$ cat src/rtl/vga_rx_monitor.sv
// VGA receive monitor: recovers line/frame timing from hsync/vsync, tracks lock, reports visible pixels.
// Defining VGA_RX_FRAME_CRC_EN adds a CRC-16-CCITT over each locked frame's fg_hit bits.
module vga_rx_monitor #(
  parameter int H_TOTAL     = 800,
  parameter int H_ACT_START = 144,
  parameter int H_VISIBLE   = 640,
  parameter int V_TOTAL     = 525,
  parameter int V_ACT_START = 35,
  parameter int V_VISIBLE   = 480,
  parameter bit SYNC_POL    = 1'b0
) (
  input  logic        clk,
  input  logic        reset,
  input  logic        en,
  input  logic        hsync,
  input  logic        vsync,
  input  logic [3:0]  R,
  input  logic [3:0]  G,
  input  logic [3:0]  B,
  input  logic [11:0] fgColor,
  output logic        locked,
  output logic        pix_valid,
  output logic [9:0]  pos_x,
  output logic [9:0]  pos_y,
  output logic        fg_hit,
  output logic [10:0] line_len,
  output logic [9:0]  frame_lines,
  output logic        frame_start,
  output logic        err_hline,
  output logic        err_vframe,
  output logic [15:0] frame_crc,
  output logic        crc_valid
);
  localparam logic [10:0] H_TOT = H_TOTAL[10:0];
  localparam logic [10:0] H_LO  = H_ACT_START[10:0];
  localparam logic [10:0] H_HI  = H_LO + H_VISIBLE[10:0];
  localparam logic [9:0]  V_TOT = V_TOTAL[9:0];
  localparam logic [9:0]  V_LO  = V_ACT_START[9:0];
  localparam logic [9:0]  V_HI  = V_LO + V_VISIBLE[9:0];

  typedef enum logic [1:0] {UNLOCKED, TRAIN, LOCKED} state_e;

  state_e      state_q, state_d;
  logic        hs_q, vs_q, err_seen_q, err_seen_d;
  logic [10:0] h_cnt_q, h_cnt_d, line_len_q, h_off;
  logic [9:0]  v_cnt_q, v_cnt_d, frame_lines_q, v_off;
  logic        h_edge, v_edge, err_h, err_v;
  logic        pix_valid_d, fg_hit_d;
  logic [9:0]  pos_x_d, pos_y_d;
  logic        locked_q, pix_valid_q, fg_hit_q, frame_start_q, err_hline_q, err_vframe_q;
  logic [9:0]  pos_x_q, pos_y_q;

  always_comb begin
    h_edge = (hsync == SYNC_POL) && (hs_q != SYNC_POL);
    v_edge = (vsync == SYNC_POL) && (vs_q != SYNC_POL);
    err_h  = h_edge && (state_q != UNLOCKED) && ((h_cnt_q + 11'd1) != H_TOT);
    err_v  = v_edge && (state_q != UNLOCKED) && ((v_cnt_q + 10'd1) != V_TOT);

    h_cnt_d = h_edge ? 11'd0 : ((h_cnt_q == 11'h7FF) ? h_cnt_q : h_cnt_q + 11'd1);
    v_cnt_d = v_cnt_q;
    if (v_edge)                           v_cnt_d = 10'd0;
    else if (h_edge && v_cnt_q != 10'h3FF) v_cnt_d = v_cnt_q + 10'd1;

    // A line error seen mid-frame taints the frame in progress, so relock needs one clean frame after it.
    state_d    = state_q;
    err_seen_d = err_seen_q;
    if (v_edge) begin
      err_seen_d = 1'b0;
      case (state_q)
        UNLOCKED: state_d = TRAIN;
        TRAIN:    state_d = (err_seen_q || err_h || err_v) ? TRAIN : LOCKED;
        default:  state_d = (err_h || err_v) ? TRAIN : LOCKED;
      endcase
    end else if (err_h) begin
      err_seen_d = 1'b1;
      if (state_q == LOCKED) state_d = TRAIN;
    end

    pix_valid_d = (state_d == LOCKED) && (h_cnt_d >= H_LO) && (h_cnt_d < H_HI) &&
                  (v_cnt_d >= V_LO) && (v_cnt_d < V_HI);
    h_off   = h_cnt_d - H_LO;
    v_off   = v_cnt_d - V_LO;
    pos_x_d = pix_valid_d ? h_off[9:0] : 10'd0;
    pos_y_d = pix_valid_d ? v_off : 10'd0;
    fg_hit_d = pix_valid_d && ({R, G, B} == fgColor);
  end

  always_ff @(posedge clk or posedge reset) begin
    if (reset) begin
      state_q       <= UNLOCKED;
      err_seen_q    <= 1'b0;
      hs_q          <= ~SYNC_POL;
      vs_q          <= ~SYNC_POL;
      h_cnt_q       <= 11'd0;
      v_cnt_q       <= 10'd0;
      line_len_q    <= 11'd0;
      frame_lines_q <= 10'd0;
      locked_q      <= 1'b0;
      pix_valid_q   <= 1'b0;
      pos_x_q       <= 10'd0;
      pos_y_q       <= 10'd0;
      fg_hit_q      <= 1'b0;
      frame_start_q <= 1'b0;
      err_hline_q   <= 1'b0;
      err_vframe_q  <= 1'b0;
    end else begin
      frame_start_q <= 1'b0;
      err_hline_q   <= 1'b0;
      err_vframe_q  <= 1'b0;
      if (en) begin
        hs_q          <= hsync;
        vs_q          <= vsync;
        h_cnt_q       <= h_cnt_d;
        v_cnt_q       <= v_cnt_d;
        state_q       <= state_d;
        err_seen_q    <= err_seen_d;
        locked_q      <= (state_d == LOCKED);
        pix_valid_q   <= pix_valid_d;
        pos_x_q       <= pos_x_d;
        pos_y_q       <= pos_y_d;
        fg_hit_q      <= fg_hit_d;
        frame_start_q <= v_edge;
        err_hline_q   <= err_h;
        err_vframe_q  <= err_v;
        if (h_edge) line_len_q    <= h_cnt_q + 11'd1;
        if (v_edge) frame_lines_q <= v_cnt_q + 10'd1;
      end
    end
  end

  assign locked      = locked_q;
  assign pix_valid   = pix_valid_q;
  assign pos_x       = pos_x_q;
  assign pos_y       = pos_y_q;
  assign fg_hit      = fg_hit_q;
  assign line_len    = line_len_q;
  assign frame_lines = frame_lines_q;
  assign frame_start = frame_start_q;
  assign err_hline   = err_hline_q;
  assign err_vframe  = err_vframe_q;

`ifdef VGA_RX_FRAME_CRC_EN
  logic [15:0] crc_q, crc_d, frame_crc_q;
  logic        crc_valid_q;

  function automatic logic [15:0] crc_step(input logic [15:0] c, input logic b);
    return {c[14:0], 1'b0} ^ ((c[15] ^ b) ? 16'h1021 : 16'h0000);
  endfunction

  always_comb begin
    crc_d = v_edge ? 16'hFFFF : crc_q;
    if (state_d != LOCKED) crc_d = 16'hFFFF;
    else if (pix_valid_d)  crc_d = crc_step(crc_d, fg_hit_d);
  end

  always_ff @(posedge clk or posedge reset) begin
    if (reset) begin
      crc_q       <= 16'hFFFF;
      frame_crc_q <= 16'h0000;
      crc_valid_q <= 1'b0;
    end else begin
      crc_valid_q <= 1'b0;
      if (en) begin
        crc_q <= crc_d;
        if (v_edge && state_q == LOCKED) begin
          frame_crc_q <= crc_q;
          crc_valid_q <= 1'b1;
        end
      end
    end
  end

  assign frame_crc = frame_crc_q;
  assign crc_valid = crc_valid_q;
`else
  assign frame_crc = 16'h0000;
  assign crc_valid = 1'b0;
`endif
endmodule

$ cat config.mk
export PLATFORM = sky130hd
export DESIGN_NAME = vga_rx_monitor
export DESIGN_NICKNAME = d
export VERILOG_FILES = /design/src/rtl/vga_rx_monitor.sv
export SDC_FILE = /design/constraint.sdc
export NUM_CORES = 1
export LEC_CHECK = 0
export ABC_AREA = 1
export CAP_MARGIN = 40
export CORE_ASPECT_RATIO = 0.9
export CORE_MARGIN = 5
export CORE_UTILIZATION = 50
export CTS_CLUSTER_DIAMETER = 60
export DETAILED_ROUTE_END_ITERATION = 8
export PLACE_DENSITY = 0.77
export SYNTH_ARGS = -nofsm -noshare
export SYNTH_HDL_FRONTEND = slang
export SYNTH_SLANG_ARGS = --single-unit
$ cat constraint.sdc
create_clock -name clk -period 6.5 [get_ports clk]
set_clock_uncertainty 0.1 [all_clocks]
set_input_delay 1.3 -clock clk [delete_from_list [all_inputs] [get_ports clk]]
set_output_delay 1.3 -clock clk [all_outputs]
set_load 0.005 [all_outputs]
## After elaboration in Yosys (flattened, before gate mapping)

Index checks and enable logic that the tools add are counted.

- Reduce and logical (&&, ||, !) cells: 21
- Muxes and demuxes: 17
- Bitwise operators: 2
- Magnitude comparators: 4
- Equal/unequal tests: 8
- Add/subtract/negate cells: 4

Operators by type and width:

| operator | count |
|---|---|
| $mux W10 | 4 |
| $mux W11 | 2 |
| $ne A10 B10 Y1 const B | 2 |
| $eq A12 B12 Y1 | 1 |
| $logic_and A1 B1 Y1 | 12 |
| $add A11 B1 Y11 const B | 1 |
| $eq A11 B11 Y1 const B | 1 |
| $ge A11 B8 Y1 const B | 1 |
| $lt A11 B10 Y1 const B | 1 |
| $ne A11 B10 Y1 const B | 1 |
| $add A10 B1 Y10 const B | 1 |
| $ge A10 B6 Y1 const B | 1 |
| $lt A10 B10 Y1 const B | 1 |
| $mux W2 | 5 |
| $sub A10 B6 Y10 const B | 1 |
| $sub A10 B8 Y10 const B | 1 |
| $reduce_and A2 Y1 | 3 |
| $mux W1 | 5 |
| $eq A2 B2 Y1 const B | 2 |
| $pmux W2 S2 | 1 |
| $reduce_bool A2 Y1 | 2 |
| $logic_or A1 B1 Y1 | 3 |
| $eq A2 B1 Y1 const B | 1 |
| $logic_not A2 Y1 | 1 |
| $not A1 Y1 | 2 |

- Bits in registers: 73
- Output and inout port bits: 64
- Input bits: 29
- Word-level logic and storage cells: 72

## Logic depth before layout (Yosys ltp)

Gate-level depths: netlist of run 1.

- Depth in word-level cells: 15
- Gate-level depth with buffers: 18
- Mapped depth without buffers: 17

## Worst setup path before layout of run 1

Ideal clock, no wire load.

- Kind: input port to flip-flop
- Start: input port hsync
- End: register pos_x_q[4] (netlist: pos_x[4])
- Slack: 3286 ps
- Library setup time: 118 ps
- Arrival time: 2997 ps
- Stages on the path: 15
- Path buffers: 2
- Data required time: 6282 ps
- Path through: nor2_4 buf_1 nand3_1 nand2_1 nor2_1 ha_1 inv_1 nand3_2 o21ai_2 nand3_2 nand2_2 nor2_4 buf_6 nand3_1 nand2_1

- Elaborated cells on any way between the ends: 27
- Those cells by class: add/sub: 1; order compare: 4; eq/ne: 1; mux: 9; bitwise: 1; reduce/logical: 11

RTL lines:

| element | line | text |
|---|---|---|
| start, declared | 15 | `input logic hsync,` |
| $not A1 Y1 (*) | 54 | `h_edge = (hsync == SYNC_POL) && (hs_q != SYNC_POL);` |
| $logic_and A1 B1 Y1 (*) | 54 |  |
| $logic_and A1 B1 Y1 (*) | 62 | `else if (h_edge && v_cnt_q != 10'h3FF) v_cnt_d = v_cnt_q + 10'd1;` |
| $mux W10 (*) | 62 |  |
| $mux W10 (*) | 61 | `if (v_edge) v_cnt_d = 10'd0;` |
| named net v_cnt_d[0] | 46 | `logic [9:0] v_cnt_q, v_cnt_d, frame_lines_q, v_off;` |
| $ge A10 B6 Y1 | 80 | `(v_cnt_d >= V_LO) && (v_cnt_d < V_HI);` |
| $logic_and A1 B1 Y1 | 79 | `pix_valid_d = (state_d == LOCKED) && (h_cnt_d >= H_LO) && (h_cnt_d < H_HI) &&` |
| $logic_and A1 B1 Y1 (*) | 80 |  |
| $mux W10 (*) | 83 | `pos_x_d = pix_valid_d ? h_off[9:0] : 10'd0;` |
| end signal, assigned | 119 | `pos_x_q <= pos_x_d;` |
| end, declared | 51 | `logic [9:0] pos_x_q, pos_y_q;` |

The timed path passes the listed nets; every way through them passes the cells marked *.
A chain may end at the register's enable or synchronous reset.

## Final worst setup path of run 1

- Start: input port vsync
- End: register pos_y_q[4] (netlist: pos_y[4])

- Elaborated cells on any way between the ends: 20
- Those cells by class: add/sub: 1; order compare: 2; eq/ne: 1; mux: 6; bitwise: 1; reduce/logical: 9

RTL lines:

| element | line | text |
|---|---|---|
| start, declared | 16 | `input logic vsync,` |
| $not A1 Y1 (*) | 55 | `v_edge = (vsync == SYNC_POL) && (vs_q != SYNC_POL);` |
| $logic_and A1 B1 Y1 (*) | 55 |  |
| $mux W10 (*) | 61 |  |
| named net v_cnt_d[0] | 46 |  |
| $ge A10 B6 Y1 | 80 |  |
| $logic_and A1 B1 Y1 | 79 |  |
| $logic_and A1 B1 Y1 | 80 |  |
| $mux W10 (*) | 84 | `pos_y_d = pix_valid_d ? v_off : 10'd0;` |
| end signal, assigned | 120 | `pos_y_q <= pos_y_d;` |
| end, declared | 51 |  |

Marks and branches as above.

==> out/qor.csv, run 1 <==
metric;value;unit
most frequent cells in the layout;nand2_1, clkdlybuf4s50_1, dfrtp_1, inv_1, nand3_1;
CTS buffer count;9;
Max VDD drop;0.103;mV
Final period util;60.9;%
pre-CTS WS;2210;ps
Die X;110;um
aggregate global-route resource usage;20.7;%
Hold Fails Final Rpt;0;
CTS tree;yes;
Synth Register Bits;73;
remaining antenna violation count;0;
gpl congestion;0.932;
CP Launch Type;input port;
clk sinks;73;
DRT iter0 DRCs;244;
Yosys warnings;0;
Starting Density;51.8;%
DRC Markers;0;
placed cell count;783;
# fillers;792;
EDFF count, synth;0;
kind of cell adding the most delay to the critical path;simple AND/OR/NAND/NOR gates;
Clock Pin Slew Worst Setup and Hold Paths;80;ps
drt pass-1 iters;5;
footprint of the multi-input gates;0.00225;mm2
CTS root buffer;clkbuf_8;
CTS HTree Levels;3;
NumNets Final;710;
Syn Area/Cell;7.44;um2
Worst EP arrival;4130;ps
share of cells above drive strength 1;9.41;%
synthesized netlist cell count;605;
post_cts resized;0;
CP Data Required Time;6670;ps
Rel. slew slack;56.5;%
Final min period;3960;ps
HPWL Detailed;8.15;mm
CP Capture Type;flip-flop;
routed vias;4041;
power per cell area;221;mW/mm2
Slew @ Worst Pin;651;ps
buffers added on ports;75;
run status;finished, final reports clean;
number of global-route vias before repair;3929;
worst-skew pair later-pin latency;340;ps
Syn-to-layout area delta;21.1;%
Most Frequent Cell on Critical Path;nand2_1;
die footprint;0.0110;mm2
Max Root-Sink Buffers;2;
post-route setup slack;2540;ps
achievable frequency;253;MHz
Synth area leaders;dfrtp_1, nand2_1, nand3_1;
drt total wl;10.8;mm
asr flop ratio synth;100;%
Reg area;0.00183;mm2
Fin Setup TNS;0;ps
drt via density;5.06;
Syn Std Cell Area;0.00450;mm2
critical path, cell by cell;clkdlybuf4s50_1 -> nor2_2 -> clkinv_1 -> nand2_1 -> nor2_1 -> ha_1 -> inv_1 -> nand3_2 -> nor2_1 -> nand3_1 -> nand2_1 -> nand2_2 -> nor2_4 -> nand3_1 -> nand2_1;
first-pass GRT wire length;18.4;mm
area leader, netlist;dfrtp_1;
non-filler instance count after layout;799;
Critical-path top delay cell;clkdlybuf4s50_1;
setup repair after global routing missed its margin;false;
cts hold-fix bufs;0;
Synth Flop Type;dfrtp_1;
Final Total Pwr;1.20;mW
Hold WC Path Type;reg2reg;
Ports;93;
DP Area;0.00528;mm2
MaxCap Viol Count;0;
Max Slew Vio Count;0;
initial antenna violation count;0;
largest net degree at the start of global routing;57;
Setup Fix Bufs, Post-CTS;0;
Setup CP Type;in2reg;
worst reg2reg setup slack;3230;ps
static leakage;2.65;nW
Row Count;32;
gr ovfl total;0;
most common cell after layout, fill and taps aside;nand2_1;
worst-path maximum fanout;22;
Yosys cell types;36;
CP bufs+invs;3;
diodes inserted;0;
Design Area, Final;0.00545;mm2
Seq/Total Area, Yosys;40.6;%
Setup Viol. Count Final;0;
Die Height;100;um
Synth top area share;39.5;%
WL/cell;13.5;um
Core Box Area;0.00869;mm2
slowest stage delay, CP;430;ps
[cell families (layout without fill, tap and decap cells)]
| logic type | count (synthesis) | after routing | share of synthesized area, % |
|---|---|---|---|
| adder cells (fa/ha/maj) | 6 | 6 | 1.67 |
| other | 1 | 17 | 0.0833 |
| flip-flops | 73 | 73 | 40.6 |
| AND/OR/NAND/NOR | 340 | 340 | 34.6 |
| AO/OA/AOI/OAI | 64 | 64 | 8.48 |
| buffers and inverters | 101 | 160 | 10.6 |
| multiplexers | 1 | 1 | 0.250 |
| XOR/XNOR | 19 | 19 | 3.70 |
[cell type report]
type	count	area share [%]
clock buffers	13	2.73
clock inverters	3	0.344
well taps	119	2.73
repair buffers	79	14.7
inverters	65	4.57
flip-flops and latches	73	33.6
multi-input cells	447	41.4
[worst register-to-register path, stage by stage, from the launching register on]
cell     delay (ps)
dfrtp_1         590
ha_1            280
nand2_2          90
nor2_4          170
nand3_4         150
nand3_1         100
nand2_1          60
nor2_1          280
ha_1            290
inv_1            70
nand3_2         100
o21ai_2         100
nand3_2          80
nand2_2          60
nor2_4          430
nand3_1         140
nand2_1         100
[worst paths after layout]
| kind | from | end | cells after the start |
|---|---|---|---|
| worst min register to register | line_len[8]$_DFFE_PP0P_ | line_len[8]$_DFFE_PP0P_ | 2 |
| worst max register to register | v_cnt_q[0]$_DFFE_PP0P_ | pos_y[4]$_DFFE_PP0P_ | 16 |
| max in group asynchronous | reset | v_cnt_q[5]$_DFFE_PP0P_ | 4 |
| min in group asynchronous | reset | frame_lines[9]$_DFFE_PP0P_ | 3 |
| worst max-delay path | vsync | pos_y[4]$_DFFE_PP0P_ | 15 |
| worst min-delay path | line_len[8]$_DFFE_PP0P_ | line_len[8]$_DFFE_PP0P_ | 2 |
[Yosys cell counts (2+ instances only)]
cell	count
nand2_1	205
dfrtp_1	71
inv_1	59
nand3_1	49
nor2_1	41
o21ai_0	32
buf_4	20
xor2_1	13
nand3_2	12
clkbuf_1	11
o21a_1	11
a21oi_1	8
nand2_2	7
ha_1	6
nand4_1	6
nor2_2	6
nor2_4	6
xnor2_1	6
o21ai_1	5
o21ai_2	4
inv_2	3
nand3b_1	3
buf_2	2
buf_6	2
clkinv_1	2
dfstp_2	2
nand3_4	2
nor4_1	2
o21bai_1	2
[layer usage]
layer / vias to the layer above / global-route usage, % / wire [um]
li1: 2006 / - / -
met1: 1867 / 27.4 / 4790
met2: 145 / 33.0 / 4970
met3: 23 / 5.27 / 813
met4: 0 / 7.19 / 193
met5: - / 0 / 0
[sequential cells by signal, indices dropped and copies added, names as in the netlist, 2 cells and up]
name         flops
frame_lines     10
h_cnt_q         11
line_len        11
pos_x           10
pos_y           10
state_q          2
v_cnt_q         10
[power breakdown]
group	leakage, nW	internal (mW)	switching (mW)
registers	0.962	0.505	0.0512
clock network	0.0874	0.149	0.162
logic	1.60	0.149	0.186
[per-stage QoR]
stage	hold WS (ps)	utilization [%]
6_report	379	62.7
5_1_grt	412	62.7
2_1_floorplan	365	-
4_1_cts	387	62.7
3_3_place_gp	355	60.5
3_5_place_dp	365	60.8
Note: power is estimated with default switching activity, not from simulation.
==> inputs of run 2 (changes only) <==
- clock period: 6.5 -> 3.85 ns (I/O delays scaled with it)
==> run 2 against run 1 <==
Compared with the run above: register-to-register slack lost 2400 ps; routed wire length is 2.5% higher; global-route usage increased by 0.21 points; sequential cell count unchanged; critical endpoint is now pos_y[0]$_DFFE_PP0P_; highest routed layer unchanged.
==> out/qor.csv, run 2 (same netlist as run 1, synthesis figures left out) <==
metric;value;unit
achievable frequency;318;MHz
Final min period;3140;ps
CTS HTree Levels;3;
drt pass-1 iters;6;
Die Height;100;um
run status;finished, final reports clean;
WL/cell;13.7;um
setup repair after global routing missed its margin;false;
Hold WC Path Type;reg2reg;
die footprint;0.0110;mm2
gpl congestion;0.950;
most common cell after layout, fill and taps aside;nand2_1;
initial antenna violation count;0;
Setup Viol. Count Final;0;
aggregate global-route resource usage;20.9;%
Max VDD drop;0.185;mV
Setup CP Type;in2reg;
Max Slew Vio Count;0;
drt via density;5.11;
Core Box Area;0.00869;mm2
DRT iter0 DRCs;242;
worst-skew pair later-pin latency;360;ps
first-pass GRT wire length;18.5;mm
Final period util;81.7;%
HPWL Detailed;8.40;mm
Starting Density;51.8;%
Hold Fails Final Rpt;0;
hold-critical path depth;2;
Rel. slew slack;59.5;%
Max Root-Sink Buffers;2;
Hold Slack;386;ps
DRC Markers;0;
routed vias;4111;
Worst Reg-to-Reg Cells;17;
CP Capture Type;flip-flop;
# fillers;802;
CP Data Required Time;4040;ps
Slew @ Worst Pin;606;ps
cts hold-fix bufs;0;
CTS tree;yes;
worst-path maximum fanout;20;
power per cell area;372;mW/mm2
drt total wl;11.0;mm
NumNets Final;716;
Setup Fix Bufs, Post-CTS;0;
MaxCap Viol Count;0;
CP Launch Type;input port;
Worst EP arrival;3340;ps
most frequent cells in the layout;nand2_1, clkdlybuf4s50_1, dfrtp_1, inv_1, nand3_1;
CTS root buffer;clkbuf_8;
gr ovfl total;0;
static leakage;2.68;nW
Row Count;32;
diodes inserted;0;
remaining antenna violation count;0;
share of cells above drive strength 1;10.3;%
largest net degree at the start of global routing;34;
Ports;93;
CTS buffer count;9;
Fin Setup TNS;0;ps
Syn-to-layout area delta;21.6;%
number of global-route vias before repair;3961;
Die X;110;um
Clock Pin Slew Worst Setup and Hold Paths;80;ps
post_cts resized;0;
clk sinks;73;
buffers added on ports;75;
-- run 2: cell count changes in the layout (fill, tap and decap cells not counted) --
cell | before | now
buf_16 | 1 | 0
clkinv_2 | 2 | 4
clkbuf_1 | 3 | 2
buf_4 | 3 | 10
clkinv_4 | 2 | 1
-- run 2: path summary, 6_finish.rpt --
check | start | endpoint | slack, ps
setup / recovery | hsync | pos_y[0]$_DFFE_PP0P_ | 710
hold / removal | line_len[4]$_DFFE_PP0P_ | line_len[4]$_DFFE_PP0P_ | 390
setup reg to reg | v_cnt_q[0]$_DFFE_PP0P_ | pos_y[0]$_DFFE_PP0P_ | 800
hold reg to reg | line_len[4]$_DFFE_PP0P_ | line_len[4]$_DFFE_PP0P_ | 390
max in group asynchronous | reset | pix_valid$_DFFE_PP0P_ | 2290
min in group asynchronous | reset | h_cnt_q[10]$_DFFE_PP0P_ | 610
-- run 2: layer usage --
layer  vias to the layer above  global-route usage (%)  share of wire, %
met4                         0                    4.60               1.2
met5                         -                       0                 0
met1                      1927                    28.8                45
met2                       146                    33.5                47
li1                       2025                       -                 -
met3                        13                    5.14               7.4
-- run 2: per-stage QoR --
step / utilization [%] / area, um2 / instances / setup slack (ps) / power (mW)
3_3_place_gp: 61.1 / 5310 / 789 / 477 / 1.50
4_1_cts: 63.0 / 5470 / 805 / 687 / 2.05
2_1_floorplan: - / 4560 / 621 / 1130 / 1.30
6_report: 63.0 / 5470 / 805 / 706 / 2.04
3_5_place_dp: 61.1 / 5310 / 789 / 323 / 1.52
5_1_grt: 63.0 / 5470 / 805 / 455 / 2.17
-- run 2: final cells by class --
class,count,area [um2],area share (%)
timing repair buffer,85,826,15.1
inverter,65,249,4.55
sequential,73,1830,33.4
tap,119,149,2.72
clock inverter,4,20.0,0.366
multi-input combinational,447,2250,41.2
clock buffer,12,145,2.65
-- run 2: critical path, cell delays in order --
cell and delay, ps:
clkdlybuf4s50_1 460, nor2_4 360, inv_1 310, nand2_1 250, ha_1 180, nand2_1 50
nor2_1 120, nand2_1 50, nand3_1 80, nand2_1 90, nor2_4 130, buf_4 260
nand3_1 120, nand2_1 90
-- run 2: power breakdown --
group | switching, mW | internal [mW]
Combinational | 0.318 | 0.253
Sequential | 0.0847 | 0.853
Clock | 0.281 | 0.248
Total | 0.683 | 1.35
